**src/rtl/alu_input_loader.sv**
```systemverilog
// Operand/opcode loader for the TP1 ALU: sync + debounce + edge-detect per button, ordered A -> B -> OP capture.
// Optional debouncer selected by `define LOADER_DEBOUNCE_EN (undefined: deb level is the synchronizer output).
module alu_input_loader #(
    parameter int NB_BITS         = 8,
    parameter int NB_OPE          = 6,
    parameter int DEBOUNCE_CYCLES = 4,
    parameter int NB_CNT          = 20
) (
    input  logic               i_clock,
    input  logic               i_reset,
    input  logic [NB_BITS-1:0] i_switch,
    input  logic               i_btn_a,
    input  logic               i_btn_b,
    input  logic               i_btn_op,
    output logic [NB_BITS-1:0] o_dato_a,
    output logic [NB_BITS-1:0] o_dato_b,
    output logic [NB_OPE-1:0]  o_ope_sel,
    output logic               o_valid,
    output logic [1:0]         o_state
);

    typedef enum logic [1:0] {
        WAIT_A  = 2'd0,
        WAIT_B  = 2'd1,
        WAIT_OP = 2'd2,
        READY   = 2'd3
    } state_t;

    localparam int NB_BTN = 3;

    if (NB_OPE > NB_BITS || DEBOUNCE_CYCLES < 1 || NB_CNT < 1) begin : g_param_check
        $error("alu_input_loader: invalid parameter combination");
    end

    logic [NB_BTN-1:0] btn_raw;
    logic [NB_BTN-1:0] strobe;

    assign btn_raw = {i_btn_op, i_btn_b, i_btn_a};

    genvar gi;
    generate
        for (gi = 0; gi < NB_BTN; gi++) begin : g_btn
            logic sync1_reg;
            logic sync2_reg;
            logic deb_level;
            logic deb_d_reg;

            always_ff @(posedge i_clock) begin
                if (!i_reset) begin
                    sync1_reg <= 1'b0;
                    sync2_reg <= 1'b0;
                    deb_d_reg <= 1'b0;
                end else begin
                    sync1_reg <= btn_raw[gi];
                    sync2_reg <= sync1_reg;
                    deb_d_reg <= deb_level;
                end
            end

`ifdef LOADER_DEBOUNCE_EN
            localparam logic [NB_CNT-1:0] CNT_LAST = NB_CNT'(DEBOUNCE_CYCLES - 1);
            logic [NB_CNT-1:0] cnt_reg;

            // Any cycle where the synchronized level agrees with deb restarts the window.
            always_ff @(posedge i_clock) begin
                if (!i_reset) begin
                    deb_level <= 1'b0;
                    cnt_reg   <= '0;
                end else if (sync2_reg != deb_level) begin
                    if (cnt_reg == CNT_LAST) begin
                        deb_level <= sync2_reg;
                        cnt_reg   <= '0;
                    end else begin
                        cnt_reg <= cnt_reg + 1'b1;
                    end
                end else begin
                    cnt_reg <= '0;
                end
            end
`else
            assign deb_level = sync2_reg;
`endif

            assign strobe[gi] = deb_level & ~deb_d_reg;
        end
    endgenerate

    state_t              state_reg;
    logic [NB_BITS-1:0]  dato_a_reg;
    logic [NB_BITS-1:0]  dato_b_reg;
    logic [NB_OPE-1:0]   ope_sel_reg;
    logic                valid_reg;

    // Strobes that do not match the current WAIT_* state are dropped entirely.
    always_ff @(posedge i_clock) begin
        if (!i_reset) begin
            state_reg   <= WAIT_A;
            dato_a_reg  <= '0;
            dato_b_reg  <= '0;
            ope_sel_reg <= '0;
            valid_reg   <= 1'b0;
        end else begin
            case (state_reg)
                WAIT_A: begin
                    if (strobe[0]) begin
                        dato_a_reg <= i_switch;
                        state_reg  <= WAIT_B;
                    end
                end
                WAIT_B: begin
                    if (strobe[1]) begin
                        dato_b_reg <= i_switch;
                        state_reg  <= WAIT_OP;
                    end
                end
                WAIT_OP: begin
                    if (strobe[2]) begin
                        ope_sel_reg <= i_switch[NB_OPE-1:0];
                        state_reg   <= READY;
                        valid_reg   <= 1'b1;
                    end
                end
                READY: begin
                    if (strobe[0]) dato_a_reg  <= i_switch;
                    if (strobe[1]) dato_b_reg  <= i_switch;
                    if (strobe[2]) ope_sel_reg <= i_switch[NB_OPE-1:0];
                    valid_reg <= 1'b1;
                end
                default: begin
                    state_reg <= WAIT_A;
                    valid_reg <= 1'b0;
                end
            endcase
        end
    end

    assign o_dato_a  = dato_a_reg;
    assign o_dato_b  = dato_b_reg;
    assign o_ope_sel = ope_sel_reg;
    assign o_valid   = valid_reg;
    assign o_state   = state_reg;

endmodule

```
**config.mk**
```make
export PLATFORM = sky130hd
export DESIGN_NAME = alu_input_loader
export DESIGN_NICKNAME = d
export VERILOG_FILES = /design/src/rtl/alu_input_loader.sv
export SDC_FILE = /design/constraint.sdc
export NUM_CORES = 1
export LEC_CHECK = 0
export ABC_AREA = 1
export ABC_CLOCK_PERIOD_IN_PS = 1300
export CORE_MARGIN = 3
export CORE_UTILIZATION = 41
export DETAILED_ROUTE_END_ITERATION = 6
export MAX_ROUTING_LAYER = met4
export PLACE_DENSITY = 0.74
export SLEW_MARGIN = 20
export SYNTH_ARGS = -nofsm -noshare
export SYNTH_HDL_FRONTEND = slang
export SYNTH_SLANG_ARGS = --single-unit
```
**constraint.sdc**
```tcl
create_clock -name i_clock -period 1.3 [get_ports i_clock]
set_input_delay 0.195 -clock i_clock [delete_from_list [all_inputs] [get_ports i_clock]]
set_output_delay 0.195 -clock i_clock [all_outputs]
set_load 0.1 [all_outputs]
```
==> reports/summary.md <==
## Logic synthesis
- **area share of fa/ha/maj cells after synthesis** 4.85%
- **mean instance size in the synthesized netlist** 8.05 um2
- **ranking of synthesized cells by area** dfxtp_1, nor2_1, o21ai_0, inv_1, nand2_1
- **number of enable flip-flop cells after synthesis** 0
- **combinational family with the most area after synthesis** simple AND/OR/NAND/NOR gates
- **ys flop type** dfxtp_1
- **number of storage elements in the synthesis netlist** 34
- **Mapped Nets** 178
- **leading cell types by count after synthesis** dfxtp_1, nor2_1, inv_1
- **fraction of the mapped netlist area in compound gates** 14.5%
- **share of flip-flops with an asynchronous set or reset** 0%
- **sequential share of the synthesized area** 52.8%
- **synthesized netlist cell count** 160
- **yosys warns** 0
- **mux contribution to synthesized area** 0%
- **Synth top area share** 52.8%
- **Synth Area in XOR/XNOR** 0%
- **library cell with the highest instance count after synthesis** dfxtp_1
- **Synth Area in Simple Gates** 17.6%
- **cell area after technology mapping** 1290 um2
- **largest area contributor in the netlist** dfxtp_1
- **Synth cell types** 20

## Routing
- **Antenna Nets Post-Route** 0
- **detailed-route wire length per cell** 12.7 um
- **post-detailed-route via-to-cell ratio** 4.75
- **Routed met3 length** 162 um
- **met1 wire length** 1390 um
- **highest metal layer used by the detailed router** met4
- **vias** 1182
- **wire length on met2** 1560 um
- **length of the first detailed-routing pass in iterations** 4
- **detailed router's first-iteration violation count** 49
- **Residual DRC** 0
- **Routed WL** 3170 um

## Critical path
- **category of the most critical setup path** flop to flop
- **cell chain of the critical path** inv_4 > ha_2 > inv_2 > o21ai_2 > nand2_2 > a21oi_1 > nor2_1
- **Max Fanout on Critical Path** 5
- **delay of the slowest cell on the worst path** 0.41 ns
- **kind of end point of the critical path** flop
- **slowest stage cell on the critical path** dfxtp_4
- **CP required** 1.53 ns
- **CP arrival** 1.51 ns
- **crit start category** flop

## STA
- **unrepaired setup endpoints after global routing** true
- **final worst setup slack** 0.0196 ns
- **crit share post-route** 98.5%
- **Highest Clock Rate** 781 MHz
- **Final setup viols** 0
- **slew at the pin closest to its max-slew limit** 0.256 ns
- **max-slew violations** 0
- **min Tclk post-route** 1.28 ns
- **setup tns final** 0 ns
- **Hold Fails Final Rpt** 0
- **final clock skew** 0.00494 ns
- **worst-case headroom to the max-slew limit** 82.9%

## Pwr
- **leakage power** 0.909 nW
- **total power** 3.45 mW
- **power density normalized to cell area** 1600 nW/um2
- **IR drop worst, VDD** 0.00102 V

## Floorplanning
- **standard cell core area** 2880 um2
- **starting density of the core** 44.8%
- **DIE AREA** 3850 um2
- **Row Count** 19
- **die height** 62.1 um
- **number of primary I/O pins** 38
- **width of the die** 62.1 um

## Placed design
- **cell area after placement** 1990 um2
- **setup slack after placement** -0.00135 ns
- **Final GP Congestion** 0.798
- **hpwl dp** 2200 um
- **count of port buffers added during placement** 37

## Final layout
- **area growth from synthesis to layout** 67.1%
- **fraction of layout cells with a size suffix above 1** 29.0%
- **Non-Filler Cell Area, Final** 2150 um2
- **Antenna diodes** 0
- **final standard cell utilization of the core** 74.9%
- **final net count** 224

## Global route
- **Remaining Overflow, GRT** 0
- **via count of the first global-routing pass** 1049
- **wire length of the first global-routing pass** 4730 um
- **All-Layer GR Usage** 17.2%
- **initial antenna violation count** 0
- **pin count of the biggest net entering global routing** 35

## Clocking
- **clock-pin slew of the registers on the worst-case setup and hold paths** 0.10 ns
- **TritonCTS clock tree** done
- **clock latency at the later pin of the worst-skew pair** 0.33 ns
- **number of sinks on the clock net** 34
- **clock buffers created by TritonCTS** 5
- **CTS Root Buffer Type** clkbuf_4
- **level count of the clock H-tree** 2
- **number of buffers between clock root and the deepest sink** 2

## Job
- **count of maximum capacitance violations** 0

## Run status
- **status** completed

## Worst hold path
- **classification of the worst-slack hold path** input pin to flop

per-stage QoR:
step           cells  hold slack [ns]
2_1_floorplan    160            0.288
5_1_grt          249            0.385
3_5_place_dp     236            0.402
4_1_cts          244            0.374
6_report         249            0.383
3_3_place_gp     236            0.394
cell families after synthesis:
kind of cell	after synthesis
AND/OR/NAND/NOR	54
AO/OA/AOI/OAI	36
flip-flops	34
buffers and inverters	31
adder cells (fa/ha/maj)	5
worst max-delay path: cells and delay by family (launching register included):
| family | cells | cell delay, ns |
|---|---|---|
| AO/OA/AOI/OAI | 2 | 0.25 |
| adder cells (fa/ha/maj) | 1 | 0.22 |
| buffers and inverters | 2 | 0.12 |
| flip-flops | 1 | 0.41 |
| AND/OR/NAND/NOR | 2 | 0.17 |
report_power, final:
| part | leakage, nW | switching, mW | total, mW | internal (mW) |
|---|---|---|---|---|
| Clock | 0.0386 | 0.356 | 0.618 | 0.262 |
| Sequential | 0.278 | 0.135 | 1.28 | 1.15 |
| Combinational | 0.592 | 0.972 | 1.55 | 0.579 |
path summary, 6_finish.rpt:
check	startpoint	endpoint	slack (ns)	cells past startpoint
max reg2reg	o_state[0]$_SDFFE_PN0P_	o_state[0]$_SDFFE_PN0P_	0.02	7
min	i_btn_b	g_btn[1].sync1_reg$_SDFF_PN0_	0.38	3
min reg2reg	g_btn[0].sync1_reg$_SDFF_PN0_	g_btn[0].deb_level$_SDFF_PN0_	0.42	2
max	o_state[0]$_SDFFE_PN0P_	o_state[0]$_SDFFE_PN0P_	0.02	7
metal layers:
layer  vias to the layer above  track usage [%]
met3                         7             5.17
li1                        593                -
met2                        34             26.6
met4                         0             5.76
met5                         -                -
met1                       548             21.4
layout make-up:
class,count,area [um2]
Clock buffer,6,51.3
Inverter,27,111
Tap cell,42,52.6
Multi-Input combinational cell,97,563
Fill cell,189,723
Sequential cell,34,688
Clock inverter,2,11.3
Timing Repair Buffer,41,676
layout by cell type, fill, tap and decap left out, types with 3 or more instances in the layout:
cell type        netlist  final
buf_12                 0     27
dfxtp_1               34     32
a21oi_1               11     11
o21ai_0               20     12
ha_4                   0      3
clkdlybuf4s50_1        0     12
nor2_1                30     30
inv_1                 24     21
inv_4                  1      5
o21ai_1                3      8
clkbuf_4               1      5
o21ai_2                1      3
nand2_1               17     17
repair_timing:
| action | in CTS | in global routing |
|---|---|---|
| cloned | 0 | 2 |
| endpoints found under the hold margin | 0 | 0 |
| setup buffers | 0 | 3 |
| endpoints found under the setup margin | 2 | 24 |
| hold buffers | 0 | 0 |
| pin swaps | 1 | 2 |
| resized for setup | 0 | 17 |
Power figures use the tool's default switching activity.
